===== config.mk =====
export PLATFORM = sky130hd
export DESIGN_NAME = neo_pixel_receiver
export DESIGN_NICKNAME = d
export VERILOG_FILES = /design/src/rtl/neo_pixel_receiver.sv
export SDC_FILE = /design/constraint.sdc
export NUM_CORES = 1
export LEC_CHECK = 0
export BUFFER_PORTS_ARGS = -buffer_cell sky130_fd_sc_hd__buf_4
export CELL_PAD_IN_SITES_DETAIL_PLACEMENT = 1
export CELL_PAD_IN_SITES_GLOBAL_PLACEMENT = 2
export CORE_ASPECT_RATIO = 0.8
export CORE_MARGIN = 3
export CORE_UTILIZATION = 46
export CTS_CLUSTER_SIZE = 25
export DETAILED_ROUTE_END_ITERATION = 16
export GPL_TIMING_DRIVEN = 0
export PLACE_DENSITY_LB_ADDON = 0.15
export SKIP_LAST_GASP = 1
export SLEW_MARGIN = 20
export SYNTH_ARGS = -nofsm -noshare
export SYNTH_HDL_FRONTEND = slang
export SYNTH_SLANG_ARGS = --single-unit

===== constraint.sdc =====
create_clock -name clock -period 19.6 [get_ports clock]
set_input_delay 0.98 -clock clock [delete_from_list [all_inputs] [get_ports clock]]
set_output_delay 0.98 -clock clock [all_outputs]
set_load 0.01 [all_outputs]

===== src/rtl/neo_pixel_receiver.sv =====
// rtl/neo_pixel_receiver.sv - NeoPixel serial stream decoder with staged/committed GRB frame store
module neo_pixel_receiver #(
  parameter int NUM_PIXELS   = 5,
  parameter int BIT_THRESH   = 27,
  parameter int MIN_HIGH     = 8,
  parameter int MAX_HIGH     = 56,
  parameter int LATCH_CYCLES = 2500
) (
  input  logic        clock,
  input  logic        reset,
  input  logic        neo_data,
  input  logic [2:0]  rd_pixel_index,
  input  logic [1:0]  rd_color_index,
  output logic [7:0]  rd_color_level,
  output logic [23:0] pixel_word,
  output logic        pixel_valid,
  output logic        frame_done,
  output logic [3:0]  frame_pixels,
  output logic        bit_error,
  output logic        busy
);

  typedef enum logic [1:0] {SYNC, IDLE, HIGH, LOW} state_t;

  localparam logic [3:0]  NUM_P  = 4'(NUM_PIXELS);
  localparam logic [5:0]  THRESH = 6'(BIT_THRESH);
  localparam logic [5:0]  MIN_H  = 6'(MIN_HIGH);
  localparam logic [5:0]  MAX_H  = 6'(MAX_HIGH);
  localparam logic [11:0] LATCH  = 12'(LATCH_CYCLES);

  logic        s1, s2, s3;
  logic        rise, fall;
  state_t      state, state_next;
  logic [5:0]  high_cnt;
  logic [11:0] low_cnt;
  logic [4:0]  bit_cnt;
  logic [3:0]  word_cnt;
  logic [23:0] shreg;
  logic [23:0] staging   [0:7];
  logic [23:0] committed [0:7];
  logic [23:0] new_word;
  logic [23:0] rd_word;

  logic latch_hit, too_long, glitch, bit_accept, word_done, low_latch, bit_value;

  assign rise     = s2 & ~s3;
  assign fall     = ~s2 & s3;
  assign new_word = {shreg[22:0], bit_value};
  assign busy     = (state == HIGH) || (state == LOW);

  // Bring the line into the clock domain and keep one extra stage for edge detection
  always_ff @(posedge clock or posedge reset) begin
    if (reset) begin
      s1 <= 1'b0;
      s2 <= 1'b0;
      s3 <= 1'b0;
    end else begin
      s1 <= neo_data;
      s2 <= s1;
      s3 <= s2;
    end
  end

  // State register
  always_ff @(posedge clock or posedge reset) begin
    if (reset) state <= SYNC;
    else       state <= state_next;
  end

  // Next-state decode; in LOW the latch takes priority over a coincident rise
  always_comb begin
    state_next = state;
    case (state)
      SYNC: if (!s2 && latch_hit) state_next = IDLE;
      IDLE: if (rise) state_next = HIGH;
      HIGH: begin
        if (too_long || glitch) state_next = SYNC;
        else if (bit_accept)    state_next = LOW;
      end
      LOW: begin
        if (low_latch) state_next = IDLE;
        else if (rise) state_next = HIGH;
      end
      default: state_next = SYNC;
    endcase
  end

  // Per-state control strobes steering the datapath
  always_comb begin
    latch_hit  = (low_cnt == LATCH);
    bit_value  = (high_cnt >= THRESH);
    too_long   = 1'b0;
    glitch     = 1'b0;
    bit_accept = 1'b0;
    word_done  = 1'b0;
    low_latch  = 1'b0;
    case (state)
      HIGH: begin
        too_long   = (high_cnt > MAX_H);
        glitch     = !too_long && fall && (high_cnt < MIN_H);
        bit_accept = !too_long && fall && (high_cnt >= MIN_H);
        word_done  = bit_accept && (bit_cnt == 5'd23);
      end
      LOW:     low_latch = latch_hit;
      default: ;
    endcase
  end

  // Counters, shift register, staging/committed arrays and registered pulse outputs
  always_ff @(posedge clock or posedge reset) begin
    if (reset) begin
      high_cnt     <= '0;
      low_cnt      <= '0;
      bit_cnt      <= '0;
      word_cnt     <= '0;
      shreg        <= '0;
      pixel_word   <= '0;
      pixel_valid  <= 1'b0;
      frame_done   <= 1'b0;
      frame_pixels <= '0;
      bit_error    <= 1'b0;
      for (int i = 0; i < 8; i++) begin
        staging[i]   <= '0;
        committed[i] <= '0;
      end
    end else begin
      pixel_valid <= 1'b0;
      frame_done  <= 1'b0;
      bit_error   <= 1'b0;
      case (state)
        SYNC: begin
          // Nothing gathered before alignment is trustworthy
          word_cnt <= '0;
          bit_cnt  <= '0;
          if (s2 || latch_hit) low_cnt <= '0;
          else                 low_cnt <= low_cnt + 12'd1;
        end
        IDLE: begin
          if (rise) high_cnt <= 6'd1;
        end
        HIGH: begin
          if (too_long) begin
            bit_error <= 1'b1;
            word_cnt  <= '0;
            bit_cnt   <= '0;
            low_cnt   <= '0;
          end else if (glitch) begin
            bit_error <= 1'b1;
            low_cnt   <= '0;
          end else if (bit_accept) begin
            shreg   <= new_word;
            low_cnt <= 12'd1;
            if (word_done) begin
              bit_cnt     <= '0;
              pixel_word  <= new_word;
              pixel_valid <= 1'b1;
              // Words beyond the array size are reported but not stored
              if (word_cnt < NUM_P) begin
                staging[word_cnt[2:0]] <= new_word;
                word_cnt               <= word_cnt + 4'd1;
              end
            end else begin
              bit_cnt <= bit_cnt + 5'd1;
            end
          end else if (high_cnt != 6'd63) begin
            high_cnt <= high_cnt + 6'd1;
          end
        end
        LOW: begin
          if (low_latch) begin
            if (bit_cnt != 5'd0) begin
              bit_error <= 1'b1;
            end else if (word_cnt != 4'd0) begin
              for (int i = 0; i < 8; i++) begin
                if (4'(i) < word_cnt) committed[i] <= staging[i];
              end
              frame_pixels <= word_cnt;
              frame_done   <= 1'b1;
            end
            word_cnt <= '0;
            bit_cnt  <= '0;
            low_cnt  <= '0;
          end else if (rise) begin
            high_cnt <= 6'd1;
          end else begin
            low_cnt <= low_cnt + 12'd1;
          end
        end
        default: ;
      endcase
    end
  end

  // Read port over the committed frame only; unstored slots and the reserved colour read 0
  always_comb begin
    rd_word        = committed[rd_pixel_index];
    rd_color_level = '0;
    if ({1'b0, rd_pixel_index} < NUM_P) begin
      case (rd_color_index)
        2'b00:   rd_color_level = rd_word[15:8];
        2'b01:   rd_color_level = rd_word[7:0];
        2'b10:   rd_color_level = rd_word[23:16];
        default: rd_color_level = '0;
      endcase
    end
  end

endmodule


==> results.sh, run 1 <==
export IMPL_fp_dieH_um=188.4
export IMPL_cp_start_kind="input pin"
export IMPL_cts_setup_buffers=0
export IMPL_switchingPower_uw=426.1
export IMPL_synth_cell_types=63
export IMPL_p_comb_share_pct=2.6
export IMPL_layout_commonest_cell="dfrtp_1"
export IMPL_setup_viol=0
export IMPL_avgRoutedWirePerCell_um=24.44
export IMPL_drc=0
export IMPL_cp_end_kind="primary output"
export IMPL_portBuffers=46
export IMPL_syn_instance_count=1315
export IMPL_synth_ff_type="dfrtp_1"
export IMPL_cp_num_buf_inv=4
export IMPL_die_w_um=234.0
export IMPL_tritoncts="built"
export IMPL_post_route_min_period_ns=5.234
export IMPL_grt_pass1_vias=12100
export IMPL_wirelength_um=48830
export IMPL_maxCapViolCount=0
export IMPL_layout_drive_gt1_share_pct=37.83
export IMPL_place_area_sq_um=20320
export IMPL_layout_common_cells="dfrtp_1 (464), mux2_2 (335), clkbuf_1 (111)"
export IMPL_setup_slack_ns=14.37
export IMPL_antenna_cells=0
export IMPL_fp_coreArea_sq_um=40880
export IMPL_cts_buffers=48
export IMPL_finalClockSkew_ns=0.02413
export IMPL_postSynthAreaPerCell_sq_um=14.55
export IMPL_hold_viol=0
export IMPL_clk_path_buf_depth=3
export IMPL_synth_seq_area_share_pct=60.69
export IMPL_p_int_mw=1.533
export IMPL_slew_viol_final=0
export IMPL_p_per_area_nw_per_um2=89.23
export IMPL_num_rows=66
export IMPL_pre_cts_ws_ns=14.41
export IMPL_synth_simple_area_share_pct=4.277
export IMPL_yosys_top_cells_area="dfrtp_1 (61%), mux2_2 (20%), mux4_2 (3.9%)"
export IMPL_dr_total_vias=11290
export IMPL_syn_to_final_growth_pct=14.79
export IMPL_clk_latency_ns=0.59
export IMPL_synth_compound_area_share_pct=4.088
export IMPL_rsz0062_at_grt="false"
export IMPL_slowest_delay_ns=1.00
export IMPL_gr_usage_all_layers_pct=22.77
export IMPL_cp_slowest_cell="a2111oi_0"
export IMPL_worstPathCellList="buf_4 -> buf_1 -> clkbuf_1 -> o22ai_1 -> a2111oi_0 -> or3_1 -> buf_4"
export IMPL_ys_async_sr_fraction_pct=100.0
export IMPL_seqPwrFrac_pct=49.0
export IMPL_crit_required_ns=18.62
export IMPL_ioPinCount=48
export IMPL_drt_pass1_iter_count=4
export IMPL_maxClockFrequency_mhz=191.1
export IMPL_crit_path_max_fanout=10
export IMPL_worstHoldPathType="reg2reg"
export IMPL_path_class="in2out"
export IMPL_synth_area_sq_um=19130
export IMPL_antenna_found_initial=3
export IMPL_grt_first_pass_wirelength_um=75350
export IMPL_place_hpwl_um=32540
export IMPL_synth_edf_count=0
export IMPL_p_leak_nw=10.82
export IMPL_clk_pin_slew_worst_paths_ns=0.06
export IMPL_clock_sinks=464
export IMPL_status="finished, final reports clean"
export IMPL_synth_xor_area_share_pct=0
export IMPL_vdd_drop_max_mv=0.05825
export IMPL_synth_seq_cells=464
export IMPL_gp_congestion=0.7973
export IMPL_grt_overflow=0
export IMPL_swShare_pct=21.75
export IMPL_fin_crit_sh_pct=26.70
export IMPL_synthMuxAreaShare_pct=26.78
export IMPL_clkPwrFrac_pct=48.5
export IMPL_ctsHoldBuffers=0
export IMPL_dieArea_sq_um=44090
export IMPL_initial_utilization_pct=46.80
export IMPL_final_area_sq_um=21960
export IMPL_cts_max_level=2
export IMPL_root_buffer="clkbuf_16"
export IMPL_post_synth_top_area_cell="dfrtp_1"
export IMPL_grt_max_degree=96
export IMPL_synthAdderAreaFrac_pct=0.5886
export IMPL_syn_nets=1332
export IMPL_netlist_area_leader_share_pct=60.69
export IMPL_viasPerCell=5.651
export IMPL_nets=1434
export IMPL_slew_headroom_pct=27.41
export IMPL_drt_iter0_markers=644
export IMPL_report_power_total_mw=1.960
export IMPL_worstMarginPinSlew_ns=1.061
export IMPL_critPathArrivalTime_ns=4.25
export IMPL_crit_top_cell="buf_4"
export IMPL_final_setup_tns_ns=0
export IMPL_ys_warn_count=0
export IMPL_postRouteAntennaNets=0
export IMPL_synth_top_family_by_area="multiplexers"
export IMPL_cts_resized=0
export IMPL_critPathTopFamily="buffers and inverters"
-- layout make-up --
cell class              instances  area [sq um]
inverters                      32         127.6
repair buffers                 52         490.5
clock buffers                  68          1396
clock inverters                19         244.0
plain buffers                 129         569.3
fillers                      3956         18920
well taps                     544         680.7
multi-input cells             690          6842
flip-flops and latches        464         11610
-- routing by layer --
metal / GRT usage (%) / part of all wire [%]
met4: 6.447 / 2.3
met5: 0 / 0
met1: 33.85 / 48
met2: 34.73 / 46
met3: 3.748 / 3.7
-- synth_stat cells (all sizes together), types with 2 or more instances --
master   count
dfrtp      464
mux2       368
clkbuf     105
mux4        33
inv         32
nand2       31
nand3       30
buf         24
o21ai       21
nor2        20
a21oi       19
mux2i       16
o22ai       15
nor2b       12
nor3        12
o221ai      11
nand4       10
ha           9
or3          9
a2111oi      7
nand2b       7
a211oi       6
and3         4
nor4         4
o211ai       4
a22o         3
nand4b       3
o21a         3
o31ai        3
a22oi        2
a31o         2
nand3b       2
o21bai       2
o22a         2
or2          2
-- cells by family (layout without fill, tap and decap cells) --
kind of cell               count (synthesis)  in the layout
AOI/OAI and AO/OA                        111            111
adders and majority gates                  9              9
buffers and inverters                    161            300
DFF                                      464            464
muxes                                    417            417
and+or+nand+nor                          153            153
-- worst reg2reg max path: stages, from the launching register on --
cell and delay (ns):
dfrtp_1 0.42, inv_1 0.11, ha_1 0.18, nor4bb_1 0.48, and3_1 0.22, clkbuf_1 0.36
nand3_1 0.56, clkbuf_1 0.58, mux2_2 0.44
-- path summary, 6_finish.rpt --
kind / startpoint / to / slack [ns] / depth (start not counted)
setup / recovery: rd_pixel_index[1] / rd_color_level[4] / 14.37 / 7
hold / removal: s1$_DFF_PP0_ / s2$_DFF_PP0_ / 0.36 / 0
setup reg to reg: low_cnt[0]$_DFFE_PP0P_ / committed[14]$_DFFE_PP0P_ / 16.13 / 8
hold reg to reg: s1$_DFF_PP0_ / s2$_DFF_PP0_ / 0.36 / 0
max in group asynchronous: reset / staging[9]$_DFFE_PP0P_ / 17.65 / 5
min in group asynchronous: reset / staging[14]$_DFFE_PP0P_ / 0.39 / 2
-- per-stage QoR --
stage	hold WS (ns)	utilization [%]	std cells
floorplan	0.3312	-	1315
global placement	0.3365	49.31	1905
CTS	0.3604	53.72	1998
global route	0.3681	53.73	1998
detailed placement	0.3419	49.70	1911
finish	0.3563	53.73	1998
-- power groups by stage --
stage | Combinational, mW | Clock [mW] | Sequential, mW
finish | 0.0503 | 0.950 | 0.960
global route | 0.0561 | 1.02 | 0.959
CTS | 0.0521 | 0.974 | 0.959
detailed placement | 0.0518 | 0 | 0.977
global placement | 0.0474 | 0 | 0.978
floorplan | 0.0295 | 0 | 0.978
-- flip-flops by register name (all words and copies together) (netlist names), 2 cells and up --
name / flops
bit_cnt: 5
committed: 189
frame_pixels: 4
high_cnt: 6
low_cnt: 12
pixel_word: 24
shreg: 23
staging: 189
state: 2
word_cnt: 4
Note: power is estimated with default switching activity, not from simulation.
==> run 2, diff against run 1 <==
clock period = 5.5 ns   (was 19.6 ns; I/O delays follow)
==> results.sh, run 2 (synthesis results as in run 1) <==
export IMPL_crit_path_max_fanout=10
export IMPL_p_leak_nw=10.88
export IMPL_wirelength_um=49400
export IMPL_dieArea_sq_um=44090
export IMPL_die_w_um=234.0
export IMPL_maxClockFrequency_mhz=253.4
export IMPL_post_route_min_period_ns=3.946
export IMPL_slew_viol_final=0
export IMPL_final_area_sq_um=22110
export IMPL_path_class="in2out"
export IMPL_fillCellCount=3952
export IMPL_setup_slack_ns=1.554
export IMPL_seqCellArea_sq_um=11610
export IMPL_place_hpwl_um=33430
export IMPL_grt_pass1_vias=12430
export IMPL_cp_start_kind="input pin"
export IMPL_antenna_found_initial=1
export IMPL_place_area_sq_um=20520
export IMPL_grt_max_degree=36
export IMPL_p_per_area_nw_per_um2=311.7
export IMPL_drt_pass1_iter_count=4
export IMPL_viasPerCell=5.623
export IMPL_slew_headroom_pct=22.72
export IMPL_portBuffers=46
export IMPL_rsz0062_at_grt="false"
export IMPL_hold_viol=0
export IMPL_finalClockSkew_ns=0.01521
export IMPL_num_rows=66
export IMPL_largestRegisters="committed (189), staging (189), pixel_word (24)"
export IMPL_avgRoutedWirePerCell_um=24.61
export IMPL_gr_usage_all_layers_pct=23.23
export IMPL_layout_common_cells="dfrtp_1 (464), mux2_2 (335), clkbuf_1 (115)"
export IMPL_fp_dieH_um=188.4
export IMPL_clk_pin_slew_worst_paths_ns=0.06
export IMPL_startpoint="rd_pixel_index[1]"
export IMPL_fp_coreArea_sq_um=40880
export IMPL_layout_drive_gt1_share_pct=37.80
export IMPL_root_buffer="clkbuf_16"
export IMPL_tritoncts="built"
export IMPL_initial_utilization_pct=46.80
export IMPL_grt_first_pass_wirelength_um=77300
export IMPL_drt_iter0_markers=627
export IMPL_drc=0
export IMPL_status="finished, final reports clean"
export IMPL_utilization_pct=54.10
export IMPL_layout_commonest_cell="dfrtp_1"
export IMPL_clock_sinks=464
export IMPL_clk_latency_ns=0.57
export IMPL_multi_input_area_sq_um=6843
export IMPL_postRouteAntennaNets=0
export IMPL_worstMarginPinSlew_ns=1.130
export IMPL_grt_overflow=0
export IMPL_vdd_drop_max_mv=0.2722
export IMPL_pre_cts_ws_ns=1.564
export IMPL_clk_path_buf_depth=3
export IMPL_worstHoldPathType="in2async"
export IMPL_dp_cells=1922
export IMPL_syn_to_final_growth_pct=15.59
export IMPL_maxCapViolCount=0
export IMPL_cts_buffers=47
export IMPL_antenna_cells=0
export IMPL_ioPinCount=48
export IMPL_gp_congestion=0.7668
export IMPL_cp_end_kind="primary output"
export IMPL_fin_crit_sh_pct=71.74
export IMPL_critPathArrivalTime_ns=3.67
export IMPL_crit_required_ns=5.22
export IMPL_setup_viol=0
export IMPL_finalNonFillerCells=2007
export IMPL_cts_max_level=2
export IMPL_r2r_start="low_cnt[0]$_DFFE_PP0P_"
export IMPL_nets=1446
export IMPL_report_power_total_mw=6.892
export IMPL_dr_total_vias=11290
export IMPL_cts_setup_buffers=0
## run 2: layout make-up
type,count,area share (%)
flip-flops and latches,464,52.51
multi-input cells,690,30.94
clock buffers,71,6.416
repair buffers,65,3.219
well taps,544,3.078
plain buffers,129,2.569
clock inverters,12,0.7073
inverters,32,0.5601
## run 2: layer usage
metal,up-vias,share of wire [%],global-route usage (%)
met1,6138,48,34.20
met4,0,1.6,4.424
met3,60,3.5,3.068
met5,-,0,0
li1,4934,-,-
met2,154,47,37.43
## run 2: report_power, final
group,leakage (nW),total [mW],internal (mW),switching (mW)
sequential,6.48,3.42,3.42,0.00328
clock,0.782,3.27,1.92,1.35
combinational,3.62,0.198,0.0577,0.141
total,10.9,6.89,5.40,1.49
## run 2: critical path: stages
cell	delay, ns
buf_4	0.11
buf_1	0.72
clkbuf_1	0.74
clkbuf_1	0.75
mux4_2	0.49
a21oi_1	0.20
o211ai_1	0.16
buf_4	0.20
## run 2: worst paths after layout
kind                                               to  slack (ns)  cells past startpoint
setup reg to reg            committed[18]$_DFFE_PP0P_        1.92                      8
hold reg to reg                          s2$_DFF_PP0_        0.35                      0
min in group clock                       s2$_DFF_PP0_        0.35                      0
max in group asynchronous  pixel_word[10]$_DFFE_PP0P_        3.83                      8
setup / recovery                    rd_color_level[7]        1.55                      8
hold / removal                 bit_cnt[2]$_DFFE_PP0P_        0.32                      3
## run 2: timing repair
item                                   4_1_cts  5_1_grt
endpoints found under the hold margin       19        0
resized for setup                            0        0
hold buffers                                 2        0
## run 2: metrics by stage
step | TNS (ns) | hold slack [ns]
floorplan | -489.96 | 0.3064
global placement | -1690.15 | 0.3333
detailed placement | 0 | 0.3458
CTS | 0 | 0.3036
global route | 0 | 0.3654
finish | 0 | 0.3193
==> run 3, diff against run 2 <==
ABC_AREA = 1   (was unset)
CORE_UTILIZATION = 35   (was 46)
clock period = 3.5 ns   (was 5.5 ns; I/O delays follow)
==> results.sh, run 3 <==
export IMPL_synth_edf_count=0
export IMPL_synth_seq_cells=470
export IMPL_netlist_area_leader_share_pct=57.00
export IMPL_yosys_top_cells_area="dfrtp_1 (57%), nand2_1 (14%), nand3_1 (4.5%)"
export IMPL_avgRoutedWirePerCell_um=21.66
export IMPL_layout_commonest_cell="nand2_1"
export IMPL_tritoncts="built"
export IMPL_fin_crit_sh_pct=77.76
export IMPL_hold_viol=0
export IMPL_p_leak_nw=12.16
export IMPL_rsz0062_at_grt="false"
export IMPL_grt_pass1_vias=17800
export IMPL_initial_utilization_pct=35.90
export IMPL_finalClockSkew_ns=0.01719
export IMPL_dr_total_vias=17310
export IMPL_wirelength_um=73280
export IMPL_ioPinCount=48
export IMPL_utilization_pct=41.95
export IMPL_place_hpwl_um=53970
export IMPL_ys_async_sr_fraction_pct=100.0
export IMPL_crit_path_max_fanout=10
export IMPL_fp_dieH_um=223.2
export IMPL_drc=0
export IMPL_worstMarginPinSlew_ns=1.028
export IMPL_grt_max_degree=34
export IMPL_post_synth_top_area_cell="dfrtp_1"
export IMPL_dieArea_sq_um=61920
export IMPL_clock_sinks=470
export IMPL_layout_drive_gt1_share_pct=8.997
export IMPL_crit_required_ns=3.97
export IMPL_setup_slack_ns=0.7783
export IMPL_num_rows=78
export IMPL_gr_usage_all_layers_pct=23.80
export IMPL_cts_setup_buffers=0
export IMPL_fillCellCount=6776
export IMPL_drt_pass1_iter_count=5
export IMPL_syn_nets=2481
export IMPL_antenna_cells=0
export IMPL_synth_area_sq_um=20630
export IMPL_slew_viol_final=0
export IMPL_cts_max_level=2
export IMPL_maxClockFrequency_mhz=367.4
export IMPL_path_class="reg2reg"
export IMPL_fp_coreArea_sq_um=57480
export IMPL_drt_iter0_markers=1355
export IMPL_pre_cts_ws_ns=0.7577
export IMPL_status="finished, final reports clean"
export IMPL_cp_end_kind="flip-flop"
export IMPL_cts_resized=0
export IMPL_vdd_drop_max_mv=0.3549
export IMPL_synth_ff_type="dfrtp_1"
export IMPL_syn_instance_count=2464
export IMPL_cp_start_kind="flip-flop"
export IMPL_maxCapViolCount=0
export IMPL_postSynthAreaPerCell_sq_um=8.375
export IMPL_worstHoldPathType="in2async"
export IMPL_synth_top_cells_by_count="nand2_1 (753), dfrtp_1 (470), nor2_1 (200)"
export IMPL_postRouteAntennaNets=0
export IMPL_gp_congestion=0.8799
export IMPL_nets=2599
export IMPL_die_w_um=277.5
export IMPL_clk_latency_ns=0.61
export IMPL_viasPerCell=5.118
export IMPL_portBuffers=45
export IMPL_synth_most_common_cell="nand2_1"
export IMPL_syn_to_final_growth_pct=16.87
export IMPL_synth_seq_area_share_pct=57.00
export IMPL_cts_buffers=52
export IMPL_antenna_found_initial=0
export IMPL_grt_first_pass_wirelength_um=112100
export IMPL_ys_warn_count=0
export IMPL_post_route_min_period_ns=2.722
export IMPL_largestRegisters="committed (192), staging (192), pixel_word (24)"
export IMPL_p_per_area_nw_per_um2=484.3
export IMPL_synth_cell_types=30
export IMPL_slew_headroom_pct=31.21
export IMPL_report_power_total_mw=11.68
export IMPL_grt_overflow=0
export IMPL_critPathArrivalTime_ns=3.19
export IMPL_root_buffer="clkbuf_16"
export IMPL_r2r_cells=11
export IMPL_clk_path_buf_depth=3
export IMPL_setup_viol=0
export IMPL_clk_pin_slew_worst_paths_ns=0.06
export IMPL_ctsHoldBuffers=2
export IMPL_layout_common_cells="nand2_1 (753), dfrtp_1 (470), nor2_1 (200)"
[run 3: cell types whose count changed in the layout (fill, tap and decap cells not counted), moves of 39 or more]
cell and change:
nand2_1 +722, mux2_2 -335, nor2_1 +180, o21ai_0 +161
inv_1 +155, nand3_1 +155, nand4_1 +124, buf_2 +44
clkbuf_1 +39
[run 3: worst max-delay path, stage by stage (launching register included)]
cell and delay (ns):
dfrtp_1 0.46, inv_1 0.14, ha_1 0.18, nand2_1 0.06, nor2_1 0.09, nand3_1 0.16
nor2_4 0.24, nand4_1 0.48, buf_2 0.39, buf_2 0.21, nand2_1 0.07, o21ai_0 0.09
[run 3: path summary, 6_finish.rpt]
kind                                        startpoint                         to  slack, ns
worst max-delay path            low_cnt[0]$_DFFE_PP0P_  committed[87]$_DFFE_PP0P_       0.78
worst min-delay path                             reset    staging[28]$_DFFE_PP0P_       0.19
worst max register to register  low_cnt[0]$_DFFE_PP0P_  committed[87]$_DFFE_PP0P_       0.78
worst min register to register            s1$_DFF_PP0_               s2$_DFF_PP0_       0.35
max in group asynchronous                        reset    staging[80]$_DFFE_PP0P_       2.02
min in group clock                            neo_data               s1$_DFF_PP0_       0.22
[run 3: metrics by stage]
step	setup TNS, ns	instances	cell area, sq um	hold WS (ns)
6_report	0	3383	24120	0.1947
5_1_grt	0	3383	24120	0.2034
4_1_cts	0	3383	24120	0.1705
3_5_place_dp	0	3286	22280	0.2582
3_3_place_gp	-2829.32	3269	21930	0.2857
2_1_floorplan	-1428.74	2464	20640	0.2064
[run 3: final cells by class]
cell class / count / area [sq um] / area share, %
Tap cell: 760 / 950.9 / 3.943
Multi-Input combinational cell: 1582 / 7162 / 29.70
Buffer: 218 / 983.4 / 4.078
Clock buffer: 83 / 1639 / 6.797
Sequential cell: 470 / 11760 / 48.77
Clock inverter: 12 / 173.9 / 0.7212
Inverter: 194 / 732.0 / 3.035
Timing Repair Buffer: 64 / 713.2 / 2.957
[run 3: where the power goes]
| part | leakage [nW] | switching, mW | internal [mW] |
|---|---|---|---|
| clock | 0.893 | 2.35 | 3.43 |
| combinational | 4.71 | 0.332 | 0.123 |
| sequential | 6.56 | 0.00597 | 5.44 |
| total | 12.2 | 2.69 | 8.99 |
[run 3: kinds of logic after synthesis]
group,synth area share (%)
and+or+nand+nor,26.76
AOI/OAI and AO/OA,7.100
xor gates and xnor gates,0.2971
DFF,57.00
adders and majority gates,0.5457
buffers and inverters,8.295
[run 3: metal layers]
metal	vias to the layer above	GRT usage [%]	part of all wire [%]
met5	-	0	0
met4	0	5.996	2.4
met3	107	3.442	4.9
met2	381	35.18	43
met1	8707	36.49	50
li1	8118	-	-
